===== config.mk =====
export PLATFORM = sky130hd
export DESIGN_NAME = rng_lfsr_32_flat
export DESIGN_NICKNAME = d
export VERILOG_FILES = /design/src/rtl/rng_pkg.sv /design/src/rtl/rng_lfsr_32_if.sv /design/src/rtl/lfsr_core_32.sv /design/src/rtl/rng_lfsr_32.sv /design/src/flat_wrapper.sv
export SDC_FILE = /design/constraint.sdc
export NUM_CORES = 1
export LEC_CHECK = 0
export BUFFER_PORTS_ARGS = -buffer_cell sky130_fd_sc_hd__buf_2
export CAP_MARGIN = 20
export CORE_UTILIZATION = 45
export DETAILED_ROUTE_END_ITERATION = 8
export PLACE_DENSITY = 0.75
export SYNTH_ARGS = -nofsm -noshare
export SYNTH_HDL_FRONTEND = slang
export SYNTH_SLANG_ARGS = --single-unit

===== constraint.sdc =====
create_clock -name clk -period 2.1 [get_ports clk]
set_clock_uncertainty 0.15 [all_clocks]
set_input_delay 0.105 -clock clk [delete_from_list [all_inputs] [get_ports clk]]
set_output_delay 0.105 -clock clk [all_outputs]
set_load 0.005 [all_outputs]

===== src/rtl/rng_pkg.sv =====
// Shared types, defaults and the LFSR step function for the rng_lfsr_32 block.
package rng_pkg;

    localparam int unsigned RNG_W = 32;

    localparam logic [RNG_W-1:0] RNG_TAPS         = 32'h8020_0003;
    localparam logic [RNG_W-1:0] RNG_SEED_DEFAULT = 32'hACE1_2468;

    typedef enum logic {
        WARMUP = 1'b0,
        RUN    = 1'b1
    } rng_state_t;

    // One Galois right-shift step: shift down, fold taps in when the bit leaving is 1.
    function automatic logic [RNG_W-1:0] lfsr_step(input logic [RNG_W-1:0] s,
                                                   input logic [RNG_W-1:0] taps);
        return {1'b0, s[RNG_W-1:1]} ^ (s[0] ? taps : '0);
    endfunction

endpackage


===== src/rtl/rng_lfsr_32_if.sv =====
// Control and output-stream signals of rng_lfsr_32; master = generator, slave = consumer/controller.
interface rng_lfsr_32_if;
    import rng_pkg::*;

    logic             en;
    logic             seed_load;
    logic [RNG_W-1:0] seed_in;
    logic             ent_in;
    logic [RNG_W-1:0] out_data;
    logic             out_valid;
    logic             out_ready;
    logic             busy;

    modport master (
        input  en, seed_load, seed_in, ent_in, out_ready,
        output out_data, out_valid, busy
    );

    modport slave (
        output en, seed_load, seed_in, ent_in, out_ready,
        input  out_data, out_valid, busy
    );

endinterface


===== src/rtl/lfsr_core_32.sv =====
// 32-bit Galois LFSR state register with seed mux and all-zero lock-up guard.
module lfsr_core_32
    import rng_pkg::*;
#(
    parameter logic [RNG_W-1:0] SEED_DEFAULT = RNG_SEED_DEFAULT,
    parameter logic [RNG_W-1:0] TAPS         = RNG_TAPS
) (
    input  logic             clk,
    input  logic             clr_n,
    input  logic             step,
    input  logic             load,
    input  logic [RNG_W-1:0] load_val,
    input  logic             mix_bit,
    output logic [RNG_W-1:0] lfsr
);

    localparam logic [RNG_W-1:0] MSB_MASK = {1'b1, {(RNG_W-1){1'b0}}};

    logic [RNG_W-1:0] lfsr_q;
    logic [RNG_W-1:0] lfsr_d;
    logic [RNG_W-1:0] nxt_c;

    // Load wins over step; zero never enters the register from either path.
    always_comb begin
        nxt_c  = lfsr_step(lfsr_q, TAPS) ^ (mix_bit ? MSB_MASK : '0);
        lfsr_d = lfsr_q;
        if (load) begin
            lfsr_d = (load_val == '0) ? SEED_DEFAULT : load_val;
        end else if (step) begin
            lfsr_d = (nxt_c == '0) ? SEED_DEFAULT : nxt_c;
        end
    end

    always_ff @(posedge clk or negedge clr_n) begin
        if (!clr_n) begin
            lfsr_q <= SEED_DEFAULT;
        end else begin
            lfsr_q <= lfsr_d;
        end
    end

    assign lfsr = lfsr_q;

endmodule


===== src/rtl/rng_lfsr_32.sv =====
// Pseudo-random word source: warm-up FSM, seed handling and valid/ready output register.
// Optional feature: define RNG_ENTROPY_MIX_EN to fold ent_in into bit 31 of every step.
module rng_lfsr_32
    import rng_pkg::*;
#(
    parameter logic [RNG_W-1:0] SEED_DEFAULT  = RNG_SEED_DEFAULT,
    parameter logic [RNG_W-1:0] TAPS          = RNG_TAPS,
    parameter int unsigned      WARMUP_CYCLES = 16
) (
    input  logic          clk,
    input  logic          clr_n,
    rng_lfsr_32_if.master rif
);

    localparam int unsigned      CNT_W     = (WARMUP_CYCLES > 1) ? $clog2(WARMUP_CYCLES) : 1;
    localparam logic [CNT_W-1:0] WARM_LAST = (WARMUP_CYCLES == 0) ? '0 : CNT_W'(WARMUP_CYCLES - 1);
    localparam rng_state_t       START_ST  = (WARMUP_CYCLES == 0) ? RUN : WARMUP;

    rng_state_t       state_q,     state_d;
    logic [CNT_W-1:0] warm_cnt_q,  warm_cnt_d;
    logic [RNG_W-1:0] out_data_q,  out_data_d;
    logic             out_valid_q, out_valid_d;
    logic             busy_q,      busy_d;

    logic             step_c;
    logic             capture_c;
    logic             mix_bit;
    logic [RNG_W-1:0] lfsr;

`ifdef RNG_ENTROPY_MIX_EN
    assign mix_bit = rif.ent_in;
`else
    logic unused_ent;
    assign unused_ent = rif.ent_in;
    assign mix_bit    = 1'b0;
`endif

    lfsr_core_32 #(
        .SEED_DEFAULT (SEED_DEFAULT),
        .TAPS         (TAPS)
    ) u_core (
        .clk      (clk),
        .clr_n    (clr_n),
        .step     (step_c),
        .load     (rif.seed_load),
        .load_val (rif.seed_in),
        .mix_bit  (mix_bit),
        .lfsr     (lfsr)
    );

    // Next state: seed_load overrides everything, otherwise only enabled cycles advance.
    always_comb begin
        state_d     = state_q;
        warm_cnt_d  = warm_cnt_q;
        out_data_d  = out_data_q;
        out_valid_d = out_valid_q;
        busy_d      = busy_q;
        step_c      = 1'b0;
        capture_c   = 1'b0;

        if (rif.seed_load) begin
            state_d     = START_ST;
            warm_cnt_d  = '0;
            busy_d      = (START_ST == WARMUP);
            out_valid_d = 1'b0;
        end else begin
            if (rif.en) begin
                step_c = 1'b1;
                unique case (state_q)
                    WARMUP: begin
                        if (warm_cnt_q == WARM_LAST) begin
                            state_d    = RUN;
                            warm_cnt_d = '0;
                            busy_d     = 1'b0;
                        end else begin
                            warm_cnt_d = warm_cnt_q + CNT_W'(1);
                        end
                    end
                    RUN: capture_c = !out_valid_q || rif.out_ready;
                    default: ;
                endcase
            end

            // Capture takes the pre-step LFSR value; otherwise a handshake just drains the word.
            if (capture_c) begin
                out_data_d  = lfsr;
                out_valid_d = 1'b1;
            end else if (out_valid_q && rif.out_ready) begin
                out_valid_d = 1'b0;
            end
        end
    end

    always_ff @(posedge clk or negedge clr_n) begin
        if (!clr_n) begin
            state_q     <= START_ST;
            warm_cnt_q  <= '0;
            out_data_q  <= '0;
            out_valid_q <= 1'b0;
            busy_q      <= (START_ST == WARMUP);
        end else begin
            state_q     <= state_d;
            warm_cnt_q  <= warm_cnt_d;
            out_data_q  <= out_data_d;
            out_valid_q <= out_valid_d;
            busy_q      <= busy_d;
        end
    end

    assign rif.out_data  = out_data_q;
    assign rif.out_valid = out_valid_q;
    assign rif.busy      = busy_q;

endmodule


===== src/flat_wrapper.sv =====
// flat-port wrapper written by rule: the top's interface ports become plain ports
module rng_lfsr_32_flat import rng_pkg::*;
#(
    parameter logic [RNG_W-1:0] SEED_DEFAULT  = RNG_SEED_DEFAULT,
    parameter logic [RNG_W-1:0] TAPS          = RNG_TAPS,
    parameter int unsigned      WARMUP_CYCLES = 16
)
  (clk, clr_n, rif_en, rif_seed_load, rif_seed_in, rif_ent_in, rif_out_ready, rif_out_data, rif_out_valid, rif_busy);
  rng_lfsr_32_if rif_i ();
  input  logic clk;
  input  logic clr_n;
  input wire logic [$bits(rif_i.en)-1:0] rif_en;
  input wire logic [$bits(rif_i.seed_load)-1:0] rif_seed_load;
  input wire logic [$bits(rif_i.seed_in)-1:0] rif_seed_in;
  input wire logic [$bits(rif_i.ent_in)-1:0] rif_ent_in;
  input wire logic [$bits(rif_i.out_ready)-1:0] rif_out_ready;
  output wire logic [$bits(rif_i.out_data)-1:0] rif_out_data;
  output wire logic [$bits(rif_i.out_valid)-1:0] rif_out_valid;
  output wire logic [$bits(rif_i.busy)-1:0] rif_busy;
  assign rif_i.en = rif_en;
  assign rif_i.seed_load = rif_seed_load;
  assign rif_i.seed_in = rif_seed_in;
  assign rif_i.ent_in = rif_ent_in;
  assign rif_i.out_ready = rif_out_ready;
  assign rif_out_data = rif_i.out_data;
  assign rif_out_valid = rif_i.out_valid;
  assign rif_busy = rif_i.busy;
  rng_lfsr_32 #(.SEED_DEFAULT(SEED_DEFAULT), .TAPS(TAPS), .WARMUP_CYCLES(WARMUP_CYCLES)) u_core (.clk(clk), .clr_n(clr_n), .rif(rif_i));
endmodule

==> impl_metrics.yaml <==
floorplan:
  fp.dieW_um: 88.23
  start_util: 0.4638
  die_h_um: 88.23
  num_rows: 31
  dieArea_um2: 7784
  io_pins: 72
  core_um2: 7214
worst_setup_path:
  worst_ep_required_time_ns: 2.22
  regToRegSetupSlack_ns: 0.17
  arrival_ns: 2.06
  cpPeakStageDelay_ns: 0.57
  worst_setup_path_start_kind: "flip-flop"
  r2r_cells: 4
  cp-startpoint: "u_core.u_core.lfsr[1]$_DFFE_PN0P_"
  endpoint: "u_core.u_core.lfsr[27]$_DFFE_PN1P_"
  path_max_fanout: 7
  path_class: "reg2reg"
  slowest_stage: "or4_4"
  critPathCaptureType: "flip-flop"
  timing.rr.start: "u_core.u_core.lfsr[1]$_DFFE_PN0P_"
  rr_endpoint: "u_core.u_core.lfsr[27]$_DFFE_PN1P_"
  path_cells: "or4_4 -> a2111oi_4 -> buf_4 -> a221o_2"
power:
  leakagePower_nw: 2.172
  vdd_drop_max_uv: 374.3
  powerDensity_nw_per_um2: 659.3
route:
  wl_um: 8225
  dr.pass1.iters: 4
  wl_per_cell_um: 16.35
  drc: 0
  via_per_inst: 5.459
  drtAntennaViolNets: 0
  dr.first_iter.drc_count: 165
  vias: 2746
synth:
  synth_cell_types: 29
  ys_seq_elements: 71
  yosys-top-cells-count: "dfrtp_1, mux2_2, o21ai_0"
  async_reset_ff_frac: 1.000
  syn_area_um2: 3346
  yosysMostFrequentCell: "dfrtp_1"
  synth-edff-count: 0
  ys_warn_count: 0
  synth_cells: 289
  synth_nets: 328
  yosysSeqAreaShare: 0.5363
  synth_top_area_cell: "dfrtp_1"
  synth_area_leaders: "dfrtp_1, dfstp_2, mux2_2"
  yosys.area.top_type_share: 0.4263
  synthFlopType: "dfrtp_1"
  avgSynthCellArea_um2: 11.58
sta:
  setup-violations-final: 0
  slew_viol_final: 0
  tightest_slew_ns: 0.6254
  period_needed_ns: 1.933
  max_freq_ghz: 0.5172
  setup_tns_ns: 0
  finalWorstSetupSlack_ns: 0.1666
  hold_ws_ns: 0.08768
  rsz0062_at_grt: "false"
  fin_crit_sh: 0.9207
  hold_viol_final: 0
  slew_headroom: 0.5831
clock_network:
  clockBufferDepth: 2
  cts-resized-gates: 0
  clk_latency_ns: 0.34
  path_clk_slew_ns: 0.08
  cts_tree: "done"
  numClockSinks: 71
  cts-root-buf: "clkbuf_8"
  cts_setup_buffers: 0
  htree_levels: 3
  cts_buffers: 9
global_route:
  grt_use_total: 0.2315
  grt_pass1_vias: 2665
  grt_start_max_net_pins: 67
  grt_antenna_before_repair: 0
  grt_overflow_total: 0
  grt_pass1_wl_um: 13510
job:
  cap_violations: 0
placed_design:
  dp_hpwl_um: 5400
  place_congestion: 0.8066
  io_buffers: 70
  post-place-ws_ns: 0.2065
cells_and_area:
  fillers: 601
  fin_nets: 438
  layout-drive-gt1-share: 0.3936
  syn_to_final_growth_pct: 31.15
  post-route-util: 0.6082
  diodes: 0
worst_hold_path:
  hold_path.class: "in2reg"
  min_path_cells: 3
run_status:
  status: "complete, no violations"
==> critical path: cells and delay by family, from the launching register on <==
| kind | cells | cell delay, ns |
|---|---|---|
| simple gates | 1 | 0.57 |
| flops | 1 | 0.44 |
| buf+inv | 1 | 0.22 |
| compound gates | 2 | 0.50 |
==> metal layers <==
layer | vias to the layer above | track usage | part of all wire
li1 | 1277 | - | -
met4 | 0 | 0.09384 | 0.020
met5 | - | 0 | 0
met2 | 81 | 0.3615 | 0.48
met1 | 1374 | 0.3268 | 0.46
met3 | 14 | 0.03358 | 0.037
==> cells by family (layout without fill, tap and decap cells) <==
logic type	after synthesis	in the layout	share of synthesized area
XOR/XNOR	4	4	0.01047
flip-flops	71	71	0.5363
buffers and inverters	26	141	0.03515
AND/OR/NAND/NOR	69	69	0.1088
AO/OA/AOI/OAI	69	69	0.1470
multiplexers	49	49	0.1586
adder cells (fa/ha/maj)	1	1	0.003739
==> sequential cells by signal, indices dropped and copies added (netlist names) <==
name                  flops
u_core.rif.busy           1
u_core.rif.out_data      32
u_core.rif.out_valid      1
u_core.state_q            1
u_core.u_core.lfsr       32
u_core.warm_cnt_q         4
==> cell type report <==
cell class,count,area (µm²),area share
Clock buffer,13,158.9,0.03621
Clock inverter,3,17.52,0.003992
Multi-Input combinational cell,192,1434,0.3268
Inverter,7,26.28,0.005988
Timing Repair Buffer,118,833.3,0.1899
Sequential cell,71,1794,0.4089
Tap cell,99,123.9,0.02823
==> report_power, final <==
part	internal, mW	switching [mW]	total [mW]
clock	0.491	0.499	0.990
sequential	1.46	0.0862	1.54
combinational	0.191	0.168	0.359
total	2.14	0.753	2.89
==> worst min path at each step <==
| stage | from | to | slack, ns |
|---|---|---|---|
| after floorplan | clr_n | u_core.rif.out_data[0]$_DFFE_PN0P_ | -0.34 |
| after global placement | clr_n | u_core.rif.out_data[14]$_DFFE_PN0P_ | -0.007 |
| after detailed placement | clr_n | u_core.rif.out_data[13]$_DFFE_PN0P_ | 0.004 |
| after CTS | rif_seed_load | u_core.warm_cnt_q[2]$_DFFE_PN0P_ | 0.08 |
| after global routing | rif_seed_load | u_core.warm_cnt_q[2]$_DFFE_PN0P_ | 0.11 |
| final | rif_seed_load | u_core.rif.out_valid$_DFFE_PN0P_ | 0.09 |
==> what timing repair did <==
item	in CTS	in global routing
hold buffers	34	0
hold endpoints to repair	46	0
setup endpoints to repair	0	0
==> cell usage in the layout (no fill, tap or decap), drive strengths merged, types with 2 or more instances in the layout <==
cell type    count
nand2           22
inv              7
nand3            2
dfstp           14
dlygate4sd3     34
mux2i           17
nor4            14
a21o            14
a21oi            7
buf             84
nand2b           2
o22ai            6
clkinv           2
nor2b           15
o21ai           28
nor2             5
a221o           13
clkbuf          13
nor3             2
nand4            4
xor2             3
mux2            32
dfrtp           57
==> per-stage QoR <==
stage,instances,total power [mW],area [µm²]
final,503,2.893,4388
after global routing,503,3.017,4388
after CTS,503,2.907,4388
after detailed placement,453,1.875,3871
after global placement,453,1.862,3871
after floorplan,289,1.726,3346
No activity file was read; power rests on OpenSTA's default activity.
